### config.mk
export PLATFORM = sky130hd
export DESIGN_NAME = memory_stage_flat
export DESIGN_NICKNAME = d
export VERILOG_FILES = /design/src/rtl/memory_stage_if.sv /design/src/rtl/memory_stage.sv /design/src/flat_wrapper.sv
export SDC_FILE = /design/constraint.sdc
export NUM_CORES = 1
export LEC_CHECK = 0
export CAP_MARGIN = 15
export CORE_MARGIN = 4
export CORE_UTILIZATION = 50
export DETAILED_ROUTE_END_ITERATION = 10
export PLACE_DENSITY = 0.93
export SLEW_MARGIN = 10
export SYNTH_ARGS = -nofsm -noshare
export SYNTH_HDL_FRONTEND = slang
export SYNTH_SLANG_ARGS = --single-unit
### constraint.sdc
create_clock -name clock -period 2.96 [get_ports clock]
set_input_delay 0.444 -clock clock [delete_from_list [all_inputs] [get_ports clock]]
set_output_delay 0.444 -clock clock [all_outputs]
set_load 0.005 [all_outputs]
### src/rtl/memory_stage_if.sv
// Bundle types and the pipeline/data-bus interface for the MEM stage.

package memory_stage_pkg;

  localparam int unsigned DATA_W = 64;
  localparam int unsigned RD_W   = 5;

  // EX/MEM bundle presented by the execute stage
  typedef struct packed {
    logic [DATA_W-1:0] alu_result;
    logic [DATA_W-1:0] reg2_value;
    logic [RD_W-1:0]   reg_dest_addr;
    logic              reg_write;
    logic              mem_read;
    logic              mem_write;
    logic [2:0]        funct3;
  } ex_mem_t;

  // MEM/WB bundle handed to writeback
  typedef struct packed {
    logic [RD_W-1:0]   reg_dest_addr;
    logic              reg_write;
    logic [DATA_W-1:0] wb_value;
  } mem_wb_t;

endpackage

interface memory_stage_if;
  import memory_stage_pkg::*;

  logic              ex_mem_valid;
  ex_mem_t           ex_mem_state;
  logic              stall;
  logic              dreq_valid;
  logic [DATA_W-1:0] dreq_addr;
  logic              dreq_write;
  logic [7:0]        dreq_strobe;
  logic [DATA_W-1:0] dreq_wdata;
  logic              dresp_valid;
  logic [DATA_W-1:0] dresp_rdata;
  logic              mem_wb_valid;
  mem_wb_t           mem_wb_state;
  logic              misalign_err;

  // Environment side: upstream pipeline, data memory and writeback
  modport master (
    output ex_mem_valid, ex_mem_state, dresp_valid, dresp_rdata,
    input  stall, dreq_valid, dreq_addr, dreq_write, dreq_strobe, dreq_wdata,
    input  mem_wb_valid, mem_wb_state, misalign_err
  );

  // MEM stage side
  modport slave (
    input  ex_mem_valid, ex_mem_state, dresp_valid, dresp_rdata,
    output stall, dreq_valid, dreq_addr, dreq_write, dreq_strobe, dreq_wdata,
    output mem_wb_valid, mem_wb_state, misalign_err
  );

endinterface

### src/rtl/memory_stage.sv
// RV64 MEM stage: issues loads/stores on the data bus, aligns and extends
// read data, and registers the MEM/WB bundle. Stalls upstream while busy.

module memory_stage
  import memory_stage_pkg::*;
#(
  parameter int unsigned XLEN = 64
) (
  input  logic           clock,
  input  logic           reset_n,
  memory_stage_if.slave  bus
);

  localparam int unsigned LANE_W = 3;
  localparam int unsigned STRB_W = XLEN / 8;

  typedef enum logic {S_IDLE, S_BUSY} state_t;

  state_t              r_state;
  state_t              w_state_nxt;

  // Latched access description, held for the whole bus transaction
  logic                r_dreq_valid;
  logic [XLEN-1:0]     r_dreq_addr;
  logic                r_dreq_write;
  logic [STRB_W-1:0]   r_dreq_strobe;
  logic [XLEN-1:0]     r_dreq_wdata;
  logic [LANE_W-1:0]   r_lane;
  logic [1:0]          r_size;
  logic                r_unsigned;
  logic [RD_W-1:0]     r_rd;
  logic                r_reg_write;

  // Registered MEM/WB outputs
  logic                r_wb_valid;
  mem_wb_t             r_wb;
  logic                r_misalign;

  ex_mem_t             w_ex;
  logic [LANE_W-1:0]   w_lane;
  logic [1:0]          w_size;
  logic                w_mem_op;
  logic                w_misaligned;
  logic [STRB_W-1:0]   w_size_mask;
  logic [XLEN-1:0]     w_shifted;
  logic [XLEN-1:0]     w_load_value;
  logic                w_stall;
  logic                w_issue;
  logic                w_done;
  logic                w_wb_valid_nxt;
  mem_wb_t             w_wb_nxt;
  logic                w_misalign_nxt;

  assign w_ex     = bus.ex_mem_state;
  assign w_lane   = w_ex.alu_result[LANE_W-1:0];
  assign w_size   = w_ex.funct3[1:0];
  assign w_mem_op = bus.ex_mem_valid & (w_ex.mem_read | w_ex.mem_write);

  // Alignment check and byte-enable mask for the presented access size
  always_comb begin
    w_misaligned = 1'b0;
    w_size_mask  = STRB_W'(8'h01);
    unique case (w_size)
      2'b00: begin
        w_misaligned = 1'b0;
        w_size_mask  = STRB_W'(8'h01);
      end
      2'b01: begin
        w_misaligned = w_lane[0];
        w_size_mask  = STRB_W'(8'h03);
      end
      2'b10: begin
        w_misaligned = |w_lane[1:0];
        w_size_mask  = STRB_W'(8'h0F);
      end
      default: begin
        w_misaligned = |w_lane;
        w_size_mask  = STRB_W'(8'hFF);
      end
    endcase
  end

  // Shift the returned doubleword down to the lane and extend to XLEN
  assign w_shifted = bus.dresp_rdata >> {r_lane, 3'b000};

  always_comb begin
    w_load_value = w_shifted;
    unique case (r_size)
      2'b00: w_load_value = r_unsigned ? XLEN'(w_shifted[7:0])
                                       : {{(XLEN-8){w_shifted[7]}}, w_shifted[7:0]};
      2'b01: w_load_value = r_unsigned ? XLEN'(w_shifted[15:0])
                                       : {{(XLEN-16){w_shifted[15]}}, w_shifted[15:0]};
      2'b10: w_load_value = r_unsigned ? XLEN'(w_shifted[31:0])
                                       : {{(XLEN-32){w_shifted[31]}}, w_shifted[31:0]};
      default: w_load_value = w_shifted;
    endcase
  end

  // FSM state register
  always_ff @(posedge clock or negedge reset_n) begin
    if (!reset_n) begin
      r_state <= S_IDLE;
    end else begin
      r_state <= w_state_nxt;
    end
  end

  // Next state, stall and next MEM/WB contents
  always_comb begin
    w_state_nxt    = r_state;
    w_stall        = 1'b0;
    w_issue        = 1'b0;
    w_done         = 1'b0;
    w_wb_valid_nxt = 1'b0;
    w_wb_nxt       = r_wb;
    w_misalign_nxt = 1'b0;
    unique case (r_state)
      S_IDLE: begin
        if (bus.ex_mem_valid) begin
          if (!w_mem_op) begin
            w_wb_valid_nxt          = 1'b1;
            w_wb_nxt.reg_dest_addr  = w_ex.reg_dest_addr;
            w_wb_nxt.reg_write      = w_ex.reg_write;
            w_wb_nxt.wb_value       = w_ex.alu_result;
          end else if (w_misaligned) begin
            w_wb_valid_nxt          = 1'b1;
            w_wb_nxt.reg_dest_addr  = w_ex.reg_dest_addr;
            w_wb_nxt.reg_write      = 1'b0;
            w_wb_nxt.wb_value       = '0;
            w_misalign_nxt          = 1'b1;
          end else begin
            w_stall     = 1'b1;
            w_issue     = 1'b1;
            w_state_nxt = S_BUSY;
          end
        end
      end
      S_BUSY: begin
        w_stall = !bus.dresp_valid;
        if (bus.dresp_valid) begin
          w_done                 = 1'b1;
          w_wb_valid_nxt         = 1'b1;
          w_wb_nxt.reg_dest_addr = r_rd;
          w_wb_nxt.reg_write     = r_dreq_write ? 1'b0 : r_reg_write;
          w_wb_nxt.wb_value      = r_dreq_write ? '0 : w_load_value;
          w_state_nxt            = S_IDLE;
        end
      end
      default: w_state_nxt = S_IDLE;
    endcase
  end

  // Latch the access on issue; drop the request on completion
  always_ff @(posedge clock or negedge reset_n) begin
    if (!reset_n) begin
      r_dreq_valid  <= 1'b0;
      r_dreq_addr   <= '0;
      r_dreq_write  <= 1'b0;
      r_dreq_strobe <= '0;
      r_dreq_wdata  <= '0;
      r_lane        <= '0;
      r_size        <= '0;
      r_unsigned    <= 1'b0;
      r_rd          <= '0;
      r_reg_write   <= 1'b0;
    end else if (w_issue) begin
      r_dreq_valid  <= 1'b1;
      r_dreq_addr   <= {w_ex.alu_result[XLEN-1:LANE_W], LANE_W'(0)};
      r_dreq_write  <= w_ex.mem_write;
      r_dreq_strobe <= w_ex.mem_write ? STRB_W'(w_size_mask << w_lane) : '0;
      r_dreq_wdata  <= w_ex.mem_write ? (w_ex.reg2_value << {w_lane, 3'b000}) : '0;
      r_lane        <= w_lane;
      r_size        <= w_size;
      r_unsigned    <= w_ex.funct3[2];
      r_rd          <= w_ex.reg_dest_addr;
      r_reg_write   <= w_ex.reg_write;
    end else if (w_done) begin
      r_dreq_valid  <= 1'b0;
    end
  end

  // MEM/WB and error pulse registers
  always_ff @(posedge clock or negedge reset_n) begin
    if (!reset_n) begin
      r_wb_valid <= 1'b0;
      r_wb       <= '0;
      r_misalign <= 1'b0;
    end else begin
      r_wb_valid <= w_wb_valid_nxt;
      r_wb       <= w_wb_nxt;
      r_misalign <= w_misalign_nxt;
    end
  end

  // Stall is forced low while reset is held so upstream is released at once
  assign bus.stall        = w_stall & reset_n;
  assign bus.dreq_valid   = r_dreq_valid;
  assign bus.dreq_addr    = r_dreq_addr;
  assign bus.dreq_write   = r_dreq_write;
  assign bus.dreq_strobe  = r_dreq_strobe;
  assign bus.dreq_wdata   = r_dreq_wdata;
  assign bus.mem_wb_valid = r_wb_valid;
  assign bus.mem_wb_state = r_wb;
  assign bus.misalign_err = r_misalign;

endmodule

### src/flat_wrapper.sv
// flat-port wrapper written by rule: the top's interface ports become plain ports
module memory_stage_flat import memory_stage_pkg::*;
#(
  parameter int unsigned XLEN = 64
)
  (clock, reset_n, bus_ex_mem_valid, bus_ex_mem_state, bus_dresp_valid, bus_dresp_rdata, bus_stall, bus_dreq_valid, bus_dreq_addr, bus_dreq_write, bus_dreq_strobe, bus_dreq_wdata, bus_mem_wb_valid, bus_mem_wb_state, bus_misalign_err);
  memory_stage_if bus_i ();
  input  logic clock;
  input  logic reset_n;
  input wire logic [$bits(bus_i.ex_mem_valid)-1:0] bus_ex_mem_valid;
  input wire logic [$bits(bus_i.ex_mem_state)-1:0] bus_ex_mem_state;
  input wire logic [$bits(bus_i.dresp_valid)-1:0] bus_dresp_valid;
  input wire logic [$bits(bus_i.dresp_rdata)-1:0] bus_dresp_rdata;
  output wire logic [$bits(bus_i.stall)-1:0] bus_stall;
  output wire logic [$bits(bus_i.dreq_valid)-1:0] bus_dreq_valid;
  output wire logic [$bits(bus_i.dreq_addr)-1:0] bus_dreq_addr;
  output wire logic [$bits(bus_i.dreq_write)-1:0] bus_dreq_write;
  output wire logic [$bits(bus_i.dreq_strobe)-1:0] bus_dreq_strobe;
  output wire logic [$bits(bus_i.dreq_wdata)-1:0] bus_dreq_wdata;
  output wire logic [$bits(bus_i.mem_wb_valid)-1:0] bus_mem_wb_valid;
  output wire logic [$bits(bus_i.mem_wb_state)-1:0] bus_mem_wb_state;
  output wire logic [$bits(bus_i.misalign_err)-1:0] bus_misalign_err;
  assign bus_i.ex_mem_valid = bus_ex_mem_valid;
  assign bus_i.ex_mem_state = bus_ex_mem_state;
  assign bus_i.dresp_valid = bus_dresp_valid;
  assign bus_i.dresp_rdata = bus_dresp_rdata;
  assign bus_stall = bus_i.stall;
  assign bus_dreq_valid = bus_i.dreq_valid;
  assign bus_dreq_addr = bus_i.dreq_addr;
  assign bus_dreq_write = bus_i.dreq_write;
  assign bus_dreq_strobe = bus_i.dreq_strobe;
  assign bus_dreq_wdata = bus_i.dreq_wdata;
  assign bus_mem_wb_valid = bus_i.mem_wb_valid;
  assign bus_mem_wb_state = bus_i.mem_wb_state;
  assign bus_misalign_err = bus_i.misalign_err;
  memory_stage #(.XLEN(XLEN)) u_core (.clock(clock), .reset_n(reset_n), .bus(bus_i));
endmodule
# Yosys cells after proc, flatten, opt, wreduce, memory -nomap -nowiden
# Cells that the tools add are included.
[classes]
shifts = 3
muxes = 33
reduce_logical = 7
n_bitwise = 4
n_eq_ne = 7
[ops]
columns = ["cell", "n"]
rows = [
  ["$mux W64", 5],
  ["$mux W70", 4],
  ["$pmux W64 S3", 1],
  ["$pmux W70 S2", 1],
  ["$shl A64 B6 Y64", 1],
  ["$shr A64 B6 Y64", 1],
  ["$pmux W8 S3", 1],
  ["$mux W1", 16],
  ["$mux W8", 1],
  ["$shl A8 B3 Y8", 1],
  ["$pmux W1 S2", 3],
  ["$eq A2 B1 Y1 const B", 2],
  ["$eq A2 B2 Y1 const B", 2],
  ["$logic_not A2 Y1", 2],
  ["$ne A2 B2 Y1 const B", 2],
  ["$ne A3 B3 Y1 const B", 1],
  ["$pmux W1 S3", 1],
  ["$reduce_and A3 Y1", 1],
  ["$reduce_or A3 Y1", 1],
  ["$and A1 B1 Y1", 2],
  ["$reduce_bool A2 Y1", 1],
  ["$reduce_or A2 Y1", 1],
  ["$logic_not A1 Y1", 1],
  ["$not A1 Y1", 1],
  ["$or A1 B1 Y1", 1],
]
[totals]
in_bits = 207
out_inout_bits = 211
register_bits = 220
wordCells = 70

# Logic depth before layout (Yosys ltp)
[logic_depth]
ltp_word = 7
ltp_mapped = 11

# Least setup slack after synthesis
# Ideal clock, no wire load.
[synth_path]
path_type = "input-to-output"
from = "in bus_ex_mem_state[77]"
to = "out bus_stall"
path_stages = 7
slack_ns = 1.070
t_arrival_ns = 1.446
n_path_buf = 2
path_cell_list = "buf_2 -> a21o_1 -> a21oi_2 -> and2_1 -> buf_2 -> a21o_1 -> and2_1"
[synth_between]
elab_chain_cells = 7
[synth_rtl]
columns = ["element", "line", "rtl"]
rows = [
  ["start: declaration", "flat_wrapper.sv:11", "input wire logic [$bits(bus_i.ex_mem_state)-1:0] bus_ex_mem_state;"],
  ["$reduce_or A3 Y1", "memory_stage.sv:77", "w_misaligned = |w_lane;"],
  ["$pmux W1 S3", "memory_stage.sv:63", "unique case (w_size)"],
  ["$mux W1", "memory_stage.sv:125", "end else if (w_misaligned) begin"],
  ["$mux W1", "memory_stage.sv:120", "if (!w_mem_op) begin"],
  ["$mux W1", "memory_stage.sv:119", "if (bus.ex_mem_valid) begin"],
  ["$pmux W1 S2", "memory_stage.sv:117", "unique case (r_state)"],
  ["net u_core.w_stall", "memory_stage.sv:47", "logic w_stall;"],
  ["$and A1 B1 Y1", "memory_stage.sv:196", "assign bus.stall = w_stall & reset_n;"],
  ["end: declaration", "flat_wrapper.sv:14", "output wire logic [$bits(bus_i.stall)-1:0] bus_stall;"],
]
# The timed path passes the listed nets, and every way through them passes these cells.

# Worst setup path in the final report
[layout_path]
from = "in bus_ex_mem_state[4]"
to = "out bus_stall"
[layout_between]
elab_chain_cells = 6
[layout_rtl]
columns = ["element", "line", "rtl"]
rows = [
  ["$or A1 B1 Y1", "memory_stage.sv:57", "assign w_mem_op = bus.ex_mem_valid & (w_ex.mem_read | w_ex.mem_write);"],
  ["$and A1 B1 Y1", "memory_stage.sv:57", ""],
  ["$mux W1", "memory_stage.sv:120", ""],
  ["$mux W1", "memory_stage.sv:119", ""],
  ["$pmux W1 S2", "memory_stage.sv:117", ""],
  ["net u_core.w_stall", "memory_stage.sv:47", ""],
  ["$and A1 B1 Y1", "memory_stage.sv:196", ""],
]
# The timed path passes the listed nets, and every way through them passes these cells.

==> results by group <==
STA
  • RSZ-0062 raised after global routing: no
  • Setup WS post-layout: ~0.2 ns
  • Final setup viols: 0
  • Worst slew pin tran: roughly 0.98 ns
  • Final Hold Vio Count: 0
  • Min Hold Slack: 0.395 ns
  • Final Skew: approximately 0.019 ns
  • Achievable Freq: roughly 360 MHz
  • Minimum clock period: 2.76 ns
  • Total negative setup slack: 0 ns
  • Max_slew headroom: 0.349
  • Fin. max-slew vios: 0
  • Fin crit share: 0.933

Power and ir drop
  • P_sw: 0.00377 W
  • Worst VDD drop: around 410 µV
  • Switching Share: 0.333
  • Reg power frac: 0.364
  • Int Power: between 0.007 and 0.008 W
  • Leakage: ~7.7 nW
  • Comb pwr share: 0.370
  • Power share of the clock group: 0.266
  • Pwr dens: approximately 650 nW/µm²

Worst setup path
  • Crit path buffers/inverters: 2
  • Crit-path max cell delay: around 0.46 ns
  • Worst path arrival time: 2.32 ns
  • WS Path Type: in2out
  • Crit path max-delay family: buffers and inverters
  • Crit-path cells: clkdlybuf4s50_1 -> o21ai_0 -> nor2_1 -> and2_2 -> a21o_1 -> and2_1 -> clkdlybuf4s50_1
  • Startpoint types: input port
  • Crit-path max FO: 3
  • Crit-path slowest cell: clkdlybuf4s50_1
  • CP required: about 2.5 ns
  • Worst path most repeated cell: clkdlybuf4s50_1
  • Crit. End Element: output port

Clocking
  • Hold bufs inserted after CTS: 1
  • Post-CTS sizing: 0
  • Cts bufs inserted: 25
  • CTS tree: done
  • Clk sinks: 220
  • Clk Latency, worst-skew pair: 0.53 ns
  • Clock buffer depth: 3
  • CTS H-tree lvls: 1
  • CTS root buffer: clkbuf_16
  • Post-CTS Setup Inserts: 0
  • Worst-path clk slew: around 0.06 ns

Logic synthesis
  • Yosys reg bits: 220
  • Syn Inst Count: ~1300
  • EDFF count, synth: 0
  • Total number of yosys warnings: 0
  • Seq/Total Area, Yosys: 0.453
  • Cell area after synthesis: around 12000 µm²
  • Area share of the leading cell type in the synthesized netlist: 0.453
  • Ranking of synthesized cells by area: dfrtp_1 45%, nand2_1 11%, mux2i_1 7.0%, mux4_2 4.4%, a21oi_1 3.9%
  • Post-synth ARST share: 1.00
  • Yosys cell types: 52
  • Post-Syn Area per Cell: just over 9 µm²
  • Yosys top cell by area: dfrtp_1
  • Synth Flop Type: dfrtp_1

GRT
  • GRT Total Usage: 0.361
  • Largest net degree at the start of global routing: 94
  • Antenna violations before repair: 2
  • Global-route wire length before repair: 74400 µm
  • Number of global-route vias before repair: 12900
  • Total gr overflow: 0

Cells and area
  • Area Overhead vs Synth: 42.4%
  • Nets: 1905
  • Commonest cells after routing, fill and taps aside: 410 x clkdlybuf4s50_1, 352 x nand2_1, 219 x dfrtp_1
  • Layout cells sized above 1: 0.106
  • Commonest non-fill, non-tap cell in the layout: clkdlybuf4s50_1

Run
  • Max-cap violations: 0

Floorplanning
  • Die Footprint: ~27000 µm²
  • Rows: 56
  • Initial Utilization: 0.513
  • Top Ports: ~420
  • Die Y: between 150 and 200 µm
  • Die Width: around 160 µm
  • Core ar.: approximately 24000 µm²

Drt
  • Total number of vias: roughly 12000
  • DR vias/cell: between 6 and 7
  • Antenna-violating nets left: 0
  • Routed WL: approximately 50000 µm
  • DRC: 0
  • Per-cell routed wire length: about 25 µm
  • DRT iter0 DRCs: 1277
  • Detailed Routing Iterations Pass 1: 6

Placed design
  • Worst slack, placed: ~0.2 ns
  • GP Congestion: around 0.94
  • Port bufs: ~410
  • HPWL after detailed placement: 37600 µm

Status
  • Status: completed

Hold path
  • HP Class: in2async
## layer usage
metal	vias up	wire [µm]	GRT usage
met4	2	3500	0.222
met2	832	24800	0.635
met5	-	11	0
met1	5922	16400	0.384
li1	5388	-	-
met3	209	5250	0.101
## final timing paths
| path | cells after the start | slack (ns) | end | start |
|---|---|---|---|---|
| hold / removal | 2 | 0.39 | u_core.bus.dreq_strobe[0] | reset_n |
| max in group asynchronous | 3 | 1.25 | u_core.bus.dreq_addr[9] | reset_n |
| setup reg to reg | 7 | 0.51 | u_core.bus.mem_wb_state[30] | u_core.r_lane[2] |
| setup / recovery | 7 | 0.20 | bus_stall | bus_ex_mem_state[4] |
| hold reg to reg | 2 | 0.47 | u_core.bus.dreq_addr[63] | u_core.bus.dreq_addr[63] |
| min in group clock | 3 | 0.47 | u_core.r_unsigned | bus_ex_mem_state[2] |
## area by class of cell
| type | instances | area (µm²) |
|---|---|---|
| antenna | 2 | 5.00 |
| multi-input combinational | 984 | 6050 |
| tap | 319 | 399 |
| clock buffer | 35 | 703 |
| inverter | 15 | 56.3 |
| timing repair buffer | 452 | 4500 |
| sequential | 220 | 5510 |
| fill | 1690 | 6390 |
| clock inverter | 9 | 80.1 |
## stage by stage
stage,std cells,area [µm²],total power [W],utilization
final,2036,17300,0.0113,0.730
after CTS,2034,17300,0.0113,0.730
after detailed placement,1989,16500,0.00827,0.697
after global placement,1989,16500,0.00812,0.697
after global routing,2034,17300,0.0118,0.730
after floorplan,1329,12200,0.00593,-
## worst reg2reg max path: stages, from the launching register on
cell and delay (ns):
dfrtp_1 0.60, nor2_1 0.18, buf_4 0.22, a22o_1 0.21, nor3_1 0.27, a22o_2 0.25, nand2_1 0.39, nand3_1 0.23
## registers in the layout, indices dropped and copies added, names as in the netlist
signal and flops:
u_core.r_lane 3, u_core.bus.dreq_strobe 8, u_core.bus.mem_wb_valid 1, u_core.r_state 1
u_core.bus.misalign_err 1, u_core.bus.dreq_valid 1, u_core.r_unsigned 1, u_core.r_rd 5
u_core.bus.dreq_write 1, u_core.bus.mem_wb_state 70, u_core.bus.dreq_wdata 64, u_core.r_reg_write 1
u_core.bus.dreq_addr 61, u_core.r_size 2
## cell usage after synthesis (2+ instances only)
library cell / instances
mux4_2: 24
buf_6: 7
nand2b_1: 6
inv_1: 15
and3_1: 2
nor2b_1: 5
clkbuf_1: 49
a21oi_1: 94
mux2i_1: 85
o221ai_1: 2
buf_4: 9
buf_1: 8
o22ai_1: 9
a21o_1: 6
dfrtp_1: 220
mux2_4: 2
nand2_1: 353
nor3_1: 5
nand3_1: 30
a211oi_1: 2
and2_1: 4
buf_2: 36
nor2_1: 76
o21ai_2: 20
a22oi_1: 40
mux2_2: 37
a31oi_1: 6
a22o_1: 36
o211ai_1: 9
o21ai_0: 92
a221oi_1: 12
or2_2: 2
nor2_2: 2
o21a_1: 4
## power groups by stage
| stage | combinational [W] | clock [W] | sequential [W] |
|---|---|---|---|
| global placement | 0.00402 | 0 | 0.00410 |
| global route | 0.00447 | 0.00316 | 0.00418 |
| finish | 0.00418 | 0.00301 | 0.00412 |
| CTS | 0.00417 | 0.00303 | 0.00410 |
| floorplan | 0.00185 | 0 | 0.00408 |
| detailed placement | 0.00413 | 0 | 0.00414 |
## cells by family (layout without fill, tap and decap cells)
kind of cell	after synthesis	after routing	share of synthesized area
and+or+nand+nor	492	492	0.164
AOI/OAI and AO/OA	341	341	0.180
DFF	220	220	0.453
muxes	148	148	0.151
buffers and inverters	125	511	0.0508
other	1	5	0.000309
Note: power is estimated with default switching activity, not from simulation.
